### src/rtl/core_sequencer.sv
// core_sequencer: multi-cycle FETCH..WB instruction sequencer with HALT; one stage per unstalled cycle, strobes decoded from registered state.
// Backpressure: i_stall freezes state, wait counter and flags, and masks all strobes; RESET/HALT ignore it.
module core_sequencer #(
   parameter int FETCH_LAT = 1,
   parameter int MEM_LAT   = 2,
   parameter int CNT_W     = 16
) (
   input  logic             clk,
   input  logic             rst,
   input  logic             i_stall,
   input  logic             i_is_mem,
   input  logic             i_regwe,
   input  logic             i_branch,
   input  logic             i_halt,
   input  logic             i_resume,
   output logic             o_enfetch,
   output logic             o_endec,
   output logic             o_enrgrd,
   output logic             o_enalu,
   output logic             o_enmem,
   output logic             o_update,
   output logic             o_regwr,
   output logic [1:0]       o_pc_op,
   output logic [2:0]       o_state,
   output logic [CNT_W-1:0] o_retired,
   output logic             o_halted
);

   typedef enum logic [2:0] {
      S_RESET  = 3'd0,
      S_FETCH  = 3'd1,
      S_DECODE = 3'd2,
      S_REGRD  = 3'd3,
      S_ALU    = 3'd4,
      S_MEM    = 3'd5,
      S_WB     = 3'd6,
      S_HALT   = 3'd7
   } state_t;

   localparam logic [2:0] FETCH_RLD = 3'(FETCH_LAT - 1);
   localparam logic [2:0] MEM_RLD   = 3'(MEM_LAT - 1);

   state_t           state_q, state_d;
   logic [2:0]       wcnt_q, wcnt_d;
   logic             mem_q, mem_d;
   logic             regwe_q, regwe_d;
   logic             br_q, br_d;
   logic [CNT_W-1:0] ret_q, ret_d;
   logic             released_q;
   logic             run;

   assign run = ~i_stall;

   // released_q keeps RESET for one full cycle after rst deasserts
   always_ff @(posedge clk or negedge rst) begin
      if (!rst) begin
         state_q    <= S_RESET;
         wcnt_q     <= '0;
         mem_q      <= 1'b0;
         regwe_q    <= 1'b0;
         br_q       <= 1'b0;
         ret_q      <= '0;
         released_q <= 1'b0;
      end else begin
         state_q    <= state_d;
         wcnt_q     <= wcnt_d;
         mem_q      <= mem_d;
         regwe_q    <= regwe_d;
         br_q       <= br_d;
         ret_q      <= ret_d;
         released_q <= 1'b1;
      end
   end

   always_comb begin
      state_d   = state_q;
      wcnt_d    = wcnt_q;
      mem_d     = mem_q;
      regwe_d   = regwe_q;
      br_d      = br_q;
      ret_d     = ret_q;
      o_enfetch = 1'b0;
      o_endec   = 1'b0;
      o_enrgrd  = 1'b0;
      o_enalu   = 1'b0;
      o_enmem   = 1'b0;
      o_update  = 1'b0;
      o_regwr   = 1'b0;
      o_pc_op   = 2'b00;
      case (state_q)
         S_RESET: begin
            o_pc_op = 2'b11;
            if (released_q) begin
               state_d = S_FETCH;
               wcnt_d  = FETCH_RLD;
               mem_d   = 1'b0;
               regwe_d = 1'b0;
               br_d    = 1'b0;
            end
         end
         S_FETCH: if (run) begin
            o_enfetch = 1'b1;
            if (wcnt_q == 3'd0) state_d = S_DECODE;
            else                wcnt_d  = wcnt_q - 3'd1;
         end
         S_DECODE: if (run) begin
            o_endec = 1'b1;
            mem_d   = i_is_mem;
            regwe_d = i_regwe;
            state_d = S_REGRD;
         end
         S_REGRD: if (run) begin
            o_enrgrd = 1'b1;
            state_d  = S_ALU;
         end
         S_ALU: if (run) begin
            o_enalu = 1'b1;
            br_d    = i_branch;
            if (mem_q) begin
               state_d = S_MEM;
               wcnt_d  = MEM_RLD;
            end else begin
               state_d = S_WB;
            end
         end
         S_MEM: if (run) begin
            o_enmem = 1'b1;
            if (wcnt_q == 3'd0) state_d = S_WB;
            else                wcnt_d  = wcnt_q - 3'd1;
         end
         S_WB: if (run) begin
            o_update = 1'b1;
            o_regwr  = regwe_q;
            o_pc_op  = br_q ? 2'b10 : 2'b01;
            ret_d    = ret_q + 1'b1;
            if (i_halt) begin
               state_d = S_HALT;
            end else begin
               state_d = S_FETCH;
               wcnt_d  = FETCH_RLD;
               mem_d   = 1'b0;
               regwe_d = 1'b0;
               br_d    = 1'b0;
            end
         end
         S_HALT: if (i_resume) begin
            state_d = S_FETCH;
            wcnt_d  = FETCH_RLD;
            mem_d   = 1'b0;
            regwe_d = 1'b0;
            br_d    = 1'b0;
         end
      endcase
   end

   assign o_state   = state_q;
   assign o_retired = ret_q;
   assign o_halted  = (state_q == S_HALT);

endmodule

### config.mk
export PLATFORM = sky130hd
export DESIGN_NAME = core_sequencer
export DESIGN_NICKNAME = d
export VERILOG_FILES = /design/src/rtl/core_sequencer.sv
export SDC_FILE = /design/constraint.sdc
export NUM_CORES = 1
export LEC_CHECK = 0
export ABC_CLOCK_PERIOD_IN_PS = 1760
export CORE_ASPECT_RATIO = 1.1
export CORE_MARGIN = 4
export CORE_UTILIZATION = 30
export DETAILED_ROUTE_END_ITERATION = 6
export GPL_TIMING_DRIVEN = 1
export HOLD_SLACK_MARGIN = 0.06
export PLACE_DENSITY = 0.56
export SLEW_MARGIN = 20
export SYNTH_ARGS = -nofsm -noshare
export SYNTH_HDL_FRONTEND = slang
export SYNTH_SLANG_ARGS = --single-unit
### constraint.sdc
create_clock -name clk -period 1.76 [get_ports clk]
set_input_delay 0.352 -clock clk [delete_from_list [all_inputs] [get_ports clk]]
set_output_delay 0.352 -clock clk [all_outputs]
set_load 0.005 [all_outputs]
==> metrics.cfg <==
[synth]
synth-seq-area-share_pct=43.7
synth_edf_count=0
ys_ff_latch=26
synthDistinctLibCells=41
synth.cell_area_um2=1490
ys_async_sr_fraction_pct=100
number_of_warnings_issued_by_yosys=0
synthesis.nets=171
synth.avg_cell_area_um2=9.31
synth_top_flop_cell=sky130_fd_sc_hd__dfrtp_1
netlist_instances=160

[outcome]
outcome=complete, but fails checks
failed_checks=setup timing

[timing]
fin_crit_sh_pct=102
final_max_slew_viol_count=0
hold_viol_final=0
finalSetupViolCount=2
finClkSkew_ns=0.00209
finalWorstPathRequiredPeriod_ns=1.79
fmax_ghz=0.559
timing.final.ws_setup_ns=-0.0287
setup_repair_after_global_routing_missed_its_margin=yes

[placement]
routabilityCongestion=0.817
estimated_wirelength_of_the_detail_placed_design_um=2640
placedCellCount=266
placement.io_buffers=36
dpl_worst_slack_ns=-0.387

[grt]
total_routing_resource_utilization_after_global_routing_pct=13.0
grt_pass1_wl_um=6270
grt_overflow_total=0
pin_count_of_the_biggest_net_entering_global_routing=27
grt_pass1_vias=1402
antenna_found_initial=0

[pwr]
max_vdd_drop_mv=0.701
power.combinational.fraction_pct=59.6
power_density_nw_per_um2=1320
p_sw_w=0.00105
power.share.switching_pct=35.1
cellInternalPower_w=0.00194
p_leak_nw=1.06
power.share.sequential_pct=27.3
pwr-share-clk_pct=13.1

[floorplanning]
floorplan.core_area_um2=4720
start_util_pct=31.6
placementRows=26
floorplan_die_width_um=75.2
pin_count=37
dieHeight_um=81.9
fp.dieArea_um2=6160

[setup_path]
crit_path_max_incr_delay_ns=0.42
worst_setup_end_kind=flip-flop
critical_path.reg2reg.endpoint=wcnt_q[1]
worst-path-buf-inv=2
worst-path-max-fanout=6
critical_path.reg2reg.startpoint=o_state[1]
worstRegToRegCells=6
timing.critical_path.from_type=flip-flop
reg2reg_slack_ns=-0.03
sequence_of_cells_on_the_critical_path=buf_12 > buf_6 > o21ba_4 > o221ai_2 > or3_4 > mux2_4
timing.critical_path.arrival_ns=1.95
critPathTopFamily=flip-flops
timing_worst_setup_path_type=flip-flop to flip-flop
slowest_stage=sky130_fd_sc_hd__dfrtp_1
crit_path_required_time_ns=1.93

[layout]
count_of_non_filler_cells_in_the_finished_layout=283
most-common-layout-cells=sky130_fd_sc_hd__buf_4 (29), sky130_fd_sc_hd__dfrtp_1 (25), sky130_fd_sc_hd__clkdlybuf4s50_1 (24)
drive_above_1_share_pct=30.4
antenna-diode-count=0
post_layout_nets=239
num-fill-cells=450
area_growth_pct=52.4
post-route-util_pct=48.1
layout.cells.most_common=sky130_fd_sc_hd__buf_4

[route]
routed_wirelength_um=3740
routedWlPerCell_um=13.2
antenna_violating_nets_post_route=0
iter_0_drt_violations=33
avgViaCountPerCell=4.75
remaining_design_rule_violation_count=0
detailroute.via_count=1345
detail_route.first_pass.iterations=4

[clocking]
tritoncts_clock_tree=yes
ctsRootBufferMaster=sky130_fd_sc_hd__clkbuf_8
tritoncts.num_buffers=3
h-tree-depth=1
insertion_delay_ns=0.27
hold_buffers=0
buffer_levels_on_the_longest_clock_path=2
clk_transition_reported_paths_ns=0.09
tritoncts_num_sinks=26

[worst_hold_path]
hold_path_class=input pin to async pin

[run]
number_of_maximum_capacitance_violations=0

[worst reg2reg max path, delay by kind of cell (launching register included)]
kind	cells	cell delay [ns]
multiplexers	1	0.30
flip-flops	1	0.42
AO/OA/AOI/OAI	2	0.30
AND/OR/NAND/NOR	1	0.40
buffers and inverters	2	0.27
[metal layers]
metal,part of all wire (%),up-vias,GRT usage (%),wire [µm]
met5,0,-,0,0
met4,1.1,0,3.15,40
met3,4.6,4,2.45,171
met2,50,33,23.3,1880
met1,44,630,15.8,1650
li1,-,678,-,-
[layout make-up]
cell class	instances	area (µm²)	share of cell area [%]
Timing Repair Buffer	72	636	28.0
Multi-Input combinational cell	119	833	36.7
Clock buffer	4	55.1	2.43
Sequential cell	26	652	28.7
Inverter	6	22.5	0.993
Tap cell	56	70.1	3.09
[through the flow]
stage               TNS [ns]  cell area (µm²)  total power, W  hold slack (ns)
detailed placement     -5.30             2070         0.00232            0.492
global placement       -4.88             2070         0.00230            0.460
global route          -0.319             2270         0.00322            0.473
floorplan                  0             1490         0.00164           0.0564
finish               -0.0572             2270         0.00299            0.451
CTS                   -0.120             2210         0.00287            0.458
[worst max path at each step]
stage / startpoint / to / slack (ns) / depth (start not counted)
2_1_floorplan: o_state[0] / wcnt_q[0] / 0.18 / 5
3_3_place_gp: i_stall / o_pc_op[0] / -0.38 / 6
3_5_place_dp: i_stall / o_pc_op[0] / -0.39 / 6
4_1_cts: o_state[0] / wcnt_q[1] / -0.05 / 6
5_1_grt: o_state[1] / wcnt_q[0] / -0.08 / 6
6_report: o_state[1] / wcnt_q[1] / -0.03 / 6
[sequential cells by signal, summed over array words and instances, names as in the netlist]
name        flops
mem_q           1
o_retired      16
wcnt_q          3
o_state         3
br_q            1
released_q      1
regwe_q         1
[Yosys cell counts (all sizes together), types with 2 or more instances]
cell type	count	area, µm²
nand3b	2	15.0
and3	6	37.5
nand3	8	40.0
o21ai	6	30.0
nand2b	7	51.3
xnor2	10	87.6
nand2	15	56.3
mux2	4	52.6
ha	3	37.5
nor3	5	25.0
inv	6	22.5
a211oi	2	15.0
nor2	19	71.3
nand4	2	12.5
buf	5	33.8
or3	2	22.5
xor2	5	43.8
a21oi	7	35.0
dfrtp	26	651
clkbuf	4	15.0
[power by group through the flow]
stage                     registers [W]  logic (W)  clock network, W
after floorplan                0.000802   0.000835                 0
final                          0.000816    0.00178          0.000393
after global placement         0.000832    0.00147                 0
after global routing           0.000831    0.00196          0.000432
after CTS                      0.000814    0.00164          0.000411
after detailed placement       0.000832    0.00149                 0
[timing repair]
action	4_1_cts	5_1_grt
pin swaps	4	7
gates resized for setup	38	18
buffers inserted	10	5
cloned	0	0
endpoints found under the setup margin	10	19
[kinds of logic (layout without fill, tap and decap cells)]
group	Yosys count	count (layout)	synth area share, %
and+or+nand+nor	71	71	24.9
DFF	26	26	43.7
AOI/OAI and AO/OA	24	24	10.8
xor gates and xnor gates	15	15	8.82
buffers and inverters	15	82	4.79
muxes	5	5	4.20
adders and majority gates	3	3	2.52
other	1	1	0.252
No activity file was read; power rests on OpenSTA's default activity.
